File: config.mk
export PLATFORM = sky130hd
export DESIGN_NAME = fetch_sequencer
export DESIGN_NICKNAME = d
export VERILOG_FILES = /design/src/rtl/bascomp_pkg.sv /design/src/rtl/seq_timer.sv /design/src/rtl/fetch_sequencer.sv
export SDC_FILE = /design/constraint.sdc
export NUM_CORES = 1
export LEC_CHECK = 0
export CORE_MARGIN = 2
export CORE_UTILIZATION = 43
export CTS_CLUSTER_SIZE = 12
export DETAILED_ROUTE_END_ITERATION = 12
export DONT_BUFFER_PORTS = 1
export MAX_ROUTING_LAYER = met4
export PLACE_DENSITY = 0.63
export SYNTH_ARGS = -nofsm -noshare
export SYNTH_HDL_FRONTEND = slang
export SYNTH_SLANG_ARGS = --single-unit
File: constraint.sdc
create_clock -name clk -period 1.15 [get_ports clk]
set_clock_uncertainty 0.15 [all_clocks]
set_input_delay 0.115 -clock clk [delete_from_list [all_inputs] [get_ports clk]]
set_output_delay 0.115 -clock clk [all_outputs]
set_load 0.03 [all_outputs]
File: src/rtl/bascomp_pkg.sv
// Shared definitions for the basic-computer control path: bus source codes,
// sequencer states and the per-register control strobe bundle.
package bascomp_pkg;

  localparam int ADDR_W = 12;
  localparam int OP_W   = 3;
  localparam int SC_W   = 4;

  typedef enum logic [2:0] {
    BUS_NONE = 3'd0,
    BUS_AR   = 3'd1,
    BUS_PC   = 3'd2,
    BUS_DR   = 3'd3,
    BUS_AC   = 3'd4,
    BUS_IR   = 3'd5,
    BUS_TR   = 3'd6,
    BUS_MEM  = 3'd7
  } bus_sel_e;

  typedef enum logic [2:0] {
    IDLE = 3'd0,
    CLR  = 3'd1,
    T0   = 3'd2,
    T1   = 3'd3,
    T2   = 3'd4,
    T3   = 3'd5,
    EXEC = 3'd6,
    HALT = 3'd7
  } state_e;

  typedef struct packed {
    logic load;
    logic inc;
    logic clr;
  } reg_ctl_t;

  function automatic logic state_busy(input state_e s);
    return !(s inside {IDLE, HALT});
  endfunction

endpackage

File: src/rtl/seq_timer.sv
// Saturating timing counter: counts cycles since the last clear and holds at
// its maximum instead of wrapping.
module seq_timer #(
  parameter int SCW = 4
) (
  input  logic           clk,
  input  logic           rst,
  input  logic           clr,
  output logic [SCW-1:0] count
);

  always_ff @(posedge clk) begin
    if (rst || clr) begin
      count <= '0;
    end else if (count != '1) begin
      count <= count + SCW'(1);
    end
  end

endmodule

File: src/rtl/fetch_sequencer.sv
// Fetch / decode / indirect sequencer for the basic computer. Drives AR, PC and
// IR strobes plus bus select, then hands off to the execute unit.
module fetch_sequencer
  import bascomp_pkg::*;
#(
  parameter int OPW = OP_W,
  parameter int SCW = SC_W
) (
  input  logic           clk,
  input  logic           rst,
  input  logic           start,
  input  logic           halt_req,
  input  logic           ir_ind,
  input  logic [OPW-1:0] ir_op,
  input  logic           exec_done,
  input  logic           exec_pc_inc,
  input  logic           exec_pc_load,
  output logic           ar_load,
  output logic           ar_inc,
  output logic           ar_clr,
  output logic           pc_load,
  output logic           pc_inc,
  output logic           pc_clr,
  output logic           ir_load,
  output logic           mem_read,
  output logic [2:0]     bus_sel,
  output logic           exec_start,
  output logic [SCW-1:0] sc,
  output logic           busy
);

  state_e         state;
  state_e         state_nxt;
  logic           in_exec_q;
  logic [SCW-1:0] sc_q;

  reg_ctl_t       ar_ctl;
  reg_ctl_t       pc_ctl;
  logic           ir_ld;
  logic           rd;
  bus_sel_e       bus;
  logic           xs;

  // Register-reference / IO opcode (all ones) never takes the indirect cycle.
  logic           indirect;
  assign indirect = ir_ind && (ir_op != {OPW{1'b1}});

  always_ff @(posedge clk) begin
    // NOTE: non-blocking so state and in_exec_q both sample pre-edge values.
    if (rst) begin
      state     <= IDLE;
      in_exec_q <= 1'b0;
    end else begin
      state     <= state_nxt;
      in_exec_q <= (state == EXEC);
    end
  end

  always_comb begin
    state_nxt = state;
    unique case (state)
      IDLE: if (start) state_nxt = CLR;
      CLR:  state_nxt = T0;
      T0:   state_nxt = T1;
      T1:   state_nxt = T2;
      T2:   state_nxt = indirect ? T3 : EXEC;
      T3:   state_nxt = EXEC;
      EXEC: if (exec_done) state_nxt = halt_req ? HALT : T0;
      HALT: if (start) state_nxt = T0;
    endcase
  end

  always_comb begin
    // NOTE: every output gets a default first so no path infers a latch.
    ar_ctl = '0;
    pc_ctl = '0;
    ir_ld  = 1'b0;
    rd     = 1'b0;
    bus    = BUS_NONE;
    xs     = 1'b0;
    unique case (state)
      CLR: begin
        ar_ctl.clr = 1'b1;
        pc_ctl.clr = 1'b1;
      end
      T0: begin
        bus         = BUS_PC;
        ar_ctl.load = 1'b1;
      end
      T1: begin
        bus        = BUS_MEM;
        rd         = 1'b1;
        ir_ld      = 1'b1;
        pc_ctl.inc = 1'b1;
      end
      T2: begin
        bus         = BUS_IR;
        ar_ctl.load = 1'b1;
      end
      T3: begin
        bus         = BUS_MEM;
        rd          = 1'b1;
        ar_ctl.load = 1'b1;
      end
      EXEC: begin
        // A branch overrides a skip so PC never sees load and inc together.
        xs          = !in_exec_q;
        pc_ctl.load = exec_pc_load;
        pc_ctl.inc  = exec_pc_inc && !exec_pc_load;
      end
      default: ;
    endcase
  end

  // Reset wins combinationally: nothing is strobed while rst is high.
  assign ar_load    = ar_ctl.load && !rst;
  assign ar_inc     = ar_ctl.inc  && !rst;
  assign ar_clr     = ar_ctl.clr  && !rst;
  assign pc_load    = pc_ctl.load && !rst;
  assign pc_inc     = pc_ctl.inc  && !rst;
  assign pc_clr     = pc_ctl.clr  && !rst;
  assign ir_load    = ir_ld && !rst;
  assign mem_read   = rd && !rst;
  assign bus_sel    = rst ? BUS_NONE : bus;
  assign exec_start = xs && !rst;
  assign busy       = state_busy(state) && !rst;
  assign sc         = rst ? '0 : sc_q;

  // The counter restarts whenever the sequence (re)enters T0 or leaves the busy states.
  seq_timer #(.SCW(SCW)) u_timer (
    .clk   (clk),
    .rst   (rst),
    .clr   (state_nxt inside {IDLE, CLR, T0, HALT}),
    .count (sc_q)
  );

  ar_excl: assert property (@(posedge clk) $onehot0({ar_load, ar_inc, ar_clr}));
  pc_excl: assert property (@(posedge clk) $onehot0({pc_load, pc_inc, pc_clr}));

endmodule
==> results of run 1 <==
synth_stat cells (2+ instances only):
| cell | n | area share, % |
|---|---|---|
| a211oi_1 | 3 | 4.0 |
| a21oi_1 | 4 | 3.6 |
| buf_4 | 4 | 5.4 |
| dfxtp_1 | 8 | 29 |
| inv_1 | 2 | 1.3 |
| nand2_1 | 2 | 1.3 |
| nand2b_1 | 4 | 4.5 |
| nand3_1 | 4 | 3.6 |
| nor2_1 | 13 | 8.7 |
| nor2b_1 | 4 | 4.5 |
| nor3_1 | 3 | 2.7 |
| o211ai_1 | 2 | 2.7 |
metrics by stage:
step,utilization [%],setup TNS [ns]
after floorplan,-,-1.07
after detailed placement,74.7,-1.90
after CTS,90.9,-5.97
after global placement,74.7,-1.76
cell families after synthesis:
group	count (synthesis)	share of synthesized area [%]
buffers and inverters	10	11.0
multiplexers	1	1.79
adder cells (fa/ha/maj)	1	2.24
other	1	0.672
AO/OA/AOI/OAI	16	22.0
flip-flops	8	28.7
XOR/XNOR	1	1.57
AND/OR/NAND/NOR	35	32.1
timing repair:
| action | CTS |
|---|---|
| hold endpoints to repair | 6 |
| resized for setup | 17 |
| pin swaps | 12 |
| endpoints found under the setup margin | 23 |
| hold buffers | 3 |
| setup buffers | 11 |
| gates cloned | 0 |
==> qor.csv, run 1 <==
stage;metric;value;unit
placed_design;GPL Wtd Cong;0.796;
cts;CTS Buf Count;3;
floorplanning;Die Wd;40.0;um
outcome;First Error;[ERROR DPL-0038] Utilization greater than 100%, impossible to legalize;
logic_synthesis;Async SR Flop Fraction;0;%
cts;Root Buffer;clkbuf_4;
placed_design;IO buf count;0;
cts;deepest level of the CTS H-tree;1;
logic_synthesis;Seq/Total Area, Yosys;28.7;%
grt;pin count of the biggest net entering global routing;14;
logic_synthesis;yosys synthesis warning count;0;
logic_synthesis;Net Count, Synth;85;
logic_synthesis;Yosys cell types;32;
logic_synthesis;mapped cell area;558;sq um
sta;worst_ep kind;primary output;
floorplanning;num rows;12;
sta;GR repair worst EP;busy;
cts;Max Root-Sink Buffers;2;
placed_design;dpl cells;103;
floorplanning;I/O pin cnt;28;
logic_synthesis;Yosys reg bits;8;
outcome;status;did not finish;
outcome;last stage reached;global routing (5_1_grt);
placed_design;Setup WS pre-CTS;-0.180;ns
logic_synthesis;Synth Instances;73;
placed_design;post-placement cell area;863;sq um
logic_synthesis;EDFF count, synth;0;
floorplanning;Initial Utilization;48.3;%
placed_design;DP Wirelength;1.01;mm
floorplanning;Die Y;40.0;um
logic_synthesis;ys flop type;dfxtp_1;
logic_synthesis;Avg Inst Size Synth;7.64;sq um
cts;CTS Sinks;8;
==> run 2: changes to the inputs <==
--- a/config.mk
+++ b/config.mk
@@ -5,13 +5,11 @@
 export SDC_FILE = /design/constraint.sdc
 export NUM_CORES = 1
 export LEC_CHECK = 0
-export CORE_MARGIN = 2
-export CORE_UTILIZATION = 43
-export CTS_CLUSTER_SIZE = 12
+export CORE_AREA = 2 2 63 65
 export DETAILED_ROUTE_END_ITERATION = 12
+export DIE_AREA = 0 0 65 67
 export DONT_BUFFER_PORTS = 1
-export MAX_ROUTING_LAYER = met4
-export PLACE_DENSITY = 0.63
+export PLACE_DENSITY_LB_ADDON = 0.15
 export SYNTH_ARGS = -nofsm -noshare
 export SYNTH_HDL_FRONTEND = slang
 export SYNTH_SLANG_ARGS = --single-unit
==> constraint.sdc (replaced) <==
create_clock -name clk -period 1.49 [get_ports clk]
set_clock_uncertainty 0.15 [all_clocks]
set_input_delay 0.149 -clock clk [delete_from_list [all_inputs] [get_ports clk]]
set_output_delay 0.149 -clock clk [all_outputs]
set_load 0.03 [all_outputs]
==> qor.csv, run 2 <==
stage;metric;value;unit
logic_synthesis;Net Count, Synth;85;
grt;first-pass GRT wire length;2.21;mm
critical_path;Critical Path AT;1.26;ns
power_and_ir_drop;pwr dens;769;nW/um^2
cts;Clock Latency Late Sink;0.22;ns
floorplanning;die area;4360;sq um
logic_synthesis;yosys synthesis warning count;0;
critical_path;RR Endpoint;u_timer.count[1];
cells_and_area;ratio of cells with drive above 1 in the final layout;45.2;%
logic_synthesis;Yosys cell types;32;
routing;Iter 0 DRT Violations;5;
grt;Most Crowded Layer GR;met2;
logic_synthesis;mapped cell area;558;sq um
critical_path;critical path required time;1.19;ns
grt;GR Overflow Total;0;
cells_and_area;ant diodes;0;
floorplanning;Initial Utilization;15.5;%
sta;final worst slack;-0.0667;ns
sta;count of pins over their slew limit;0;
critical_path;Critical Path Sink;pc_inc;
floorplanning;Placeable Area;3610;sq um
logic_synthesis;Yosys reg bits;8;
grt;met1 GRT Util;7.34;%
placed_design;IO buf count;0;
sta;Final setup viols;6;
floorplanning;num rows;22;
critical_path;Crit Path Category;reg -> out;
cells_and_area;fin util;24.8;%
logic_synthesis;EDFF count, synth;0;
cts;clock-pin slew on the worst setup and hold paths;0.04;ns
placed_design;Setup WS pre-CTS;0.0970;ns
power_and_ir_drop;Max IR drop VDD;0.000245;V
routing;DR DRC count;0;
placed_design;GPL Wtd Cong;0.734;
power_and_ir_drop;P_leak;0.366;nW
cts;deepest level of the CTS H-tree;1;
logic_synthesis;Post-synth top cells;nor2_1 (13), dfxtp_1 (8);
routing;Routed Antenna Nets;0;
sta;Tmin final;1.56;ns
critical_path;FF-to-FF Start;u_timer.count[0];
logic_synthesis;largest cells by area after synthesis;dfxtp_1 (29%), nor2_1 (8.7%), buf_4 (5.4%), nand2b_1 (4.5%), nor2b_1 (4.5%);
floorplanning;Die Wd;65;um
logic_synthesis;Synth Instances;73;
cells_and_area;most common cell after layout, fill and taps aside;buf_4;
logic_synthesis;Synth top area share;28.7;%
cts;Post-CTS Setup Inserts;0;
cts;Max Root-Sink Buffers;2;
critical_path;critical path fanouts, max;3;
cts;hold buffers post-CTS;2;
placed_design;DP Wirelength;1.13;mm
sta;RSZ-0062 raised after global routing;true;
routing;drt via density;4.00;
routing;average routed wire per standard cell;10.2;um
floorplanning;Die Y;67;um
outcome;status;complete, but fails checks;
cells_and_area;max reg flops;4;
sta;Final Hold Vio Count;3;
cells_and_area;Regs by FF count;u_timer.count (4), state (3), in_exec_q (1);
logic_synthesis;Seq/Total Area, Yosys;28.7;%
cells_and_area;most frequent cells in the layout;buf_4 (17), nor2_1 (12), dfxtp_1 (5);
critical_path;Setup crit start;state[1];
critical_path;Setup crit end kind;output pin;
outcome;violated checks;negative hold slack, negative setup slack;
cts;CTS tree;yes;
flow_run;max-cap viol count;0;
grt;GR Layer Usage met2;11.1;%
grt;initial antenna violation count;0;
logic_synthesis;top-count cell post-synth;nor2_1;
critical_path;R2R depth;4;
routing;final wirelength;1.44;mm
logic_synthesis;Async SR Flop Fraction;0;%
grt;vias in the first global route;507;
sta;fmax;642;MHz
cts;Root Buffer;clkbuf_8;
routing;via count;564;
floorplanning;I/O pin cnt;28;
sta;setup TNS;-0.230;ns
logic_synthesis;Avg Inst Size Synth;7.64;sq um
critical_path;R2R setup slack;0.21;ns
grt;GRT Total Usage;6.69;%
cts;CTS Buf Count;3;
worst_hold_path;Min-Delay Path Class;in -> reg;
sta;hold slack;-0.173;ns
routing;drt first pass iters;3;
logic_synthesis;ys flop type;dfxtp_1;
sta;fin crit share;104;%
grt;pin count of the biggest net entering global routing;14;
cts;CTS Sinks;8;
grt;met3 usage;3.38;%
cells_and_area;area delta synth->final;60.5;%
critical_path;CP Launch Type;flop;
cells_and_area;Largest Register;u_timer.count;
logic_synthesis;area leader, netlist;dfxtp_1;
cells_and_area;nets;107;
[run 2: cell counts after synthesis]
No cell type changed its count.
[run 2: final cells by class]
| cell class | instances | area, sq um |
|---|---|---|
| Inverter | 3 | 11.3 |
| Timing Repair Buffer | 24 | 213 |
| Sequential cell | 8 | 166 |
| Tap cell | 48 | 60.1 |
| Clock buffer | 3 | 41.3 |
| Fill cell | 406 | 2710 |
| Multi-Input combinational cell | 55 | 404 |
[run 2: per-stage QoR]
stage / hold slack, ns / power (mW) / instance area, sq um / cells
floorplan: 0.0882 / 0.363 / 582 / 73
global placement: 0.0685 / 0.408 / 769 / 136
detailed placement: 0.0711 / 0.407 / 769 / 136
CTS: -0.179 / 0.693 / 877 / 141
global route: -0.184 / 0.726 / 896 / 141
finish: -0.173 / 0.689 / 896 / 141
[run 2: logic make-up after synthesis]
kind of cell	Yosys count	synth area share (%)
multiplexers	1	1.79
AO/OA/AOI/OAI	16	22.0
other	1	0.672
AND/OR/NAND/NOR	35	32.1
flip-flops	8	28.7
buffers and inverters	10	11.0
XOR/XNOR	1	1.57
adder cells (fa/ha/maj)	1	2.24
[run 2: how the worst min path moves through the flow]
stage	startpoint	endpoint	slack, ns	depth (start not counted)
floorplan	start	state[0]	0.09	1
global placement	rst	state[0]	0.07	1
detailed placement	rst	state[0]	0.07	1
CTS	rst	state[0]	-0.18	1
global route	rst	state[0]	-0.18	1
finish	rst	state[0]	-0.17	1
[run 2: repair_timing]
item                                    CTS  global route
pin swaps                                 5             1
endpoints found under the hold margin     4             3
gates resized for setup                  11             4
endpoints found under the setup margin   12            12
[run 2: critical path, cell delays in order (launching register included)]
cell and delay [ns]:
dfxtp_2 0.35, nand2_2 0.07, or3_4 0.34, inv_2 0.07, a31o_4 0.20
[run 2: power breakdown]
part / total [mW] / leakage [nW] / switching (mW) / internal, mW
Clock: 0.259 / 0.0216 / 0.0842 / 0.175
Combinational: 0.191 / 0.278 / 0.0977 / 0.0935
Sequential: 0.238 / 0.0664 / 0.0128 / 0.226
Total: 0.689 / 0.366 / 0.195 / 0.494
[run 2: per-layer routing]
metal  share of wire (%)  up-vias  wire length, um
li1                    -      292                -
met4                 1.3        0               19
met5                   0        -                0
met3                 8.2        2              118
met1                  43      251              616
met2                  48       19              689
Power figures use the tool's default switching activity.
==> run 3: changes to the inputs <==
--- a/config.mk
+++ b/config.mk
@@ -5,6 +5,8 @@
 export SDC_FILE = /design/constraint.sdc
 export NUM_CORES = 1
 export LEC_CHECK = 0
+export CELL_PAD_IN_SITES_DETAIL_PLACEMENT = 1
+export CELL_PAD_IN_SITES_GLOBAL_PLACEMENT = 1
 export CORE_AREA = 2 2 63 65
 export DETAILED_ROUTE_END_ITERATION = 12
 export DIE_AREA = 0 0 65 67
==> qor.csv, run 3 (synthesized netlist as in run 2, its figures left out) <==
stage;metric;value;unit
grt;GRT Total Usage;7.88;%
floorplanning;die area;4360;sq um
placed_design;GPL Wtd Cong;0.698;
critical_path;R2R setup slack;0.11;ns
cells_and_area;ant diodes;0;
critical_path;RR Endpoint;u_timer.count[3];
grt;initial antenna violation count;0;
routing;Iter 0 DRT Violations;10;
critical_path;Critical Path AT;1.30;ns
floorplanning;num rows;22;
floorplanning;Die Wd;65;um
cts;Root Buffer;clkbuf_8;
cells_and_area;most common cell after layout, fill and taps aside;buf_4;
sta;fin crit share;108;%
placed_design;DP Wirelength;1.28;mm
routing;Routed Antenna Nets;0;
cells_and_area;area delta synth->final;66.8;%
cts;clock-pin slew on the worst setup and hold paths;0.04;ns
floorplanning;Die Y;67;um
cells_and_area;Regs by FF count;u_timer.count (4), state (3), in_exec_q (1);
worst_hold_path;Hold Path Depth;2;
grt;pin count of the biggest net entering global routing;14;
routing;average routed wire per standard cell;11.5;um
floorplanning;Initial Utilization;15.5;%
cells_and_area;fillers;425;
critical_path;critical path fanouts, max;5;
floorplanning;I/O pin cnt;28;
power_and_ir_drop;register share of total power;34.8;%
sta;count of pins over their slew limit;0;
critical_path;CP Cell Sequence;nand2_4, or3_4, inv_2, a31o_4;
outcome;status;complete, but fails checks;
routing;via count;599;
cts;CTS Sinks;8;
critical_path;slowest stage cell on the critical path;or3_4;
cells_and_area;nets;111;
power_and_ir_drop;pwr dens;733;nW/um^2
critical_path;critical path required time;1.19;ns
sta;RSZ-0062 raised after global routing;true;
worst_hold_path;Hold Path Sink;state[2];
power_and_ir_drop;fraction of power spent switching nets;28.8;%
cells_and_area;ratio of cells with drive above 1 in the final layout;43.3;%
power_and_ir_drop;Clk pwr share;38.1;%
sta;final worst slack;-0.114;ns
grt;vias in the first global route;540;
power_and_ir_drop;Max IR drop VDD;0.000267;V
floorplanning;Placeable Area;3610;sq um
power_and_ir_drop;combinational share of power;27.1;%
cells_and_area;Largest Register;u_timer.count;
cts;CTS tree;yes;
outcome;violated checks;negative setup slack;
grt;GR Overflow Total;0;
critical_path;FF-to-FF Start;state[0];
routing;drt via density;4.13;
power_and_ir_drop;Pint;0.486;mW
power_and_ir_drop;Power Total;0.682;mW
critical_path;R2R depth;4;
cts;Max Root-Sink Buffers;2;
cells_and_area;most frequent cells in the layout;buf_4 (18), nor2_1 (10), dlygate4sd3_1 (5), dfxtp_1 (5);
worst_hold_path;Min-Delay Path Class;in -> reg;
routing;final wirelength;1.66;mm
placed_design;Setup WS pre-CTS;0.0271;ns
critical_path;CP Launch Type;flop;
sta;Final setup viols;8;
sta;fmax;624;MHz
grt;Most Crowded Layer GR;met2;
cts;Clock Latency Late Sink;0.23;ns
placed_design;IO buf count;0;
sta;Final Hold Vio Count;0;
critical_path;CP max stage delay;0.39;ns
grt;met3 usage;2.20;%
cells_and_area;max reg flops;4;
cts;deepest level of the CTS H-tree;1;
power_and_ir_drop;P_leak;0.394;nW
grt;GR Layer Usage met2;12.2;%
routing;DR DRC count;0;
cts;CTS Buf Count;3;
flow_run;max-cap viol count;0;
critical_path;Crit Path Category;reg -> out;
placed_design;post-placement cell area;767;sq um
sta;hold slack;0.0361;ns
routing;drt first pass iters;2;
grt;first-pass GRT wire length;2.62;mm
grt;met1 GRT Util;10.2;%
worst_hold_path;hold_sp;start;
sta;Tmin final;1.60;ns
critical_path;Setup crit end kind;output pin;
cells_and_area;final std cell area, no fill;931;sq um
power_and_ir_drop;sw power;0.197;mW
-- run 3: cell types whose count changed in the layout (fill, tap and decap cells not counted), sizes merged --
cell,delta
dlygate4sd3,+3
buf,+1
-- run 3: power by group through the flow --
stage               registers (mW)  clock network (mW)  logic, mW
floorplan                    0.235                   0      0.128
global placement             0.239                   0      0.168
detailed placement           0.239                   0      0.168
CTS                          0.237               0.268      0.173
global route                 0.239               0.286      0.199
finish                       0.237               0.260      0.185
-- run 3: what timing repair did --
action,4_1_cts,5_1_grt
endpoints found under the hold margin,4,2
setup endpoints to repair,11,11
setup buffers,0,3
hold buffers,2,3
resized for setup,5,11
pin swaps,0,7
-- run 3: through the flow --
| step | instances | setup TNS (ns) | util (%) |
|---|---|---|---|
| finish | 145 | -0.522 | 25.8 |
| global route | 145 | -1.02 | 25.8 |
| CTS | 139 | -0.643 | 23.4 |
| detailed placement | 134 | 0 | 21.3 |
| global placement | 134 | 0 | 21.3 |
| floorplan | 73 | -0.0633 | - |
-- run 3: worst max-delay path, delay by kind of cell, from the launching register on --
kind	cells	cell delay [ns]
AND/OR/NAND/NOR	2	0.44
flip-flops	1	0.37
AO/OA/AOI/OAI	1	0.20
buffers and inverters	1	0.08
-- run 3: worst max path at each step --
| stage | from | to | cells after the start |
|---|---|---|---|
| 2_1_floorplan | state[0] | pc_clr | 4 |
| 5_1_grt | state[2] | pc_inc | 4 |
| 4_1_cts | state[2] | pc_load | 4 |
| 3_5_place_dp | state[0] | bus_sel[2] | 4 |
| 3_3_place_gp | state[0] | bus_sel[0] | 4 |
| 6_report | state[2] | pc_inc | 4 |
-- run 3: layout make-up --
class	count	area (sq um)	area share, %
timing repair buffer	28	259	27.8
inverter	3	11.3	1.21
tap	48	60.1	6.45
sequential	8	169	18.1
clock buffer	3	41.3	4.44
multi-input combinational	55	390	41.9
-- run 3: metal layers --
layer,part of all wire (%),up-vias
met5,0,-
met4,1.3,0
met3,6.6,2
met2,44,22
met1,48,274
li1,-,301
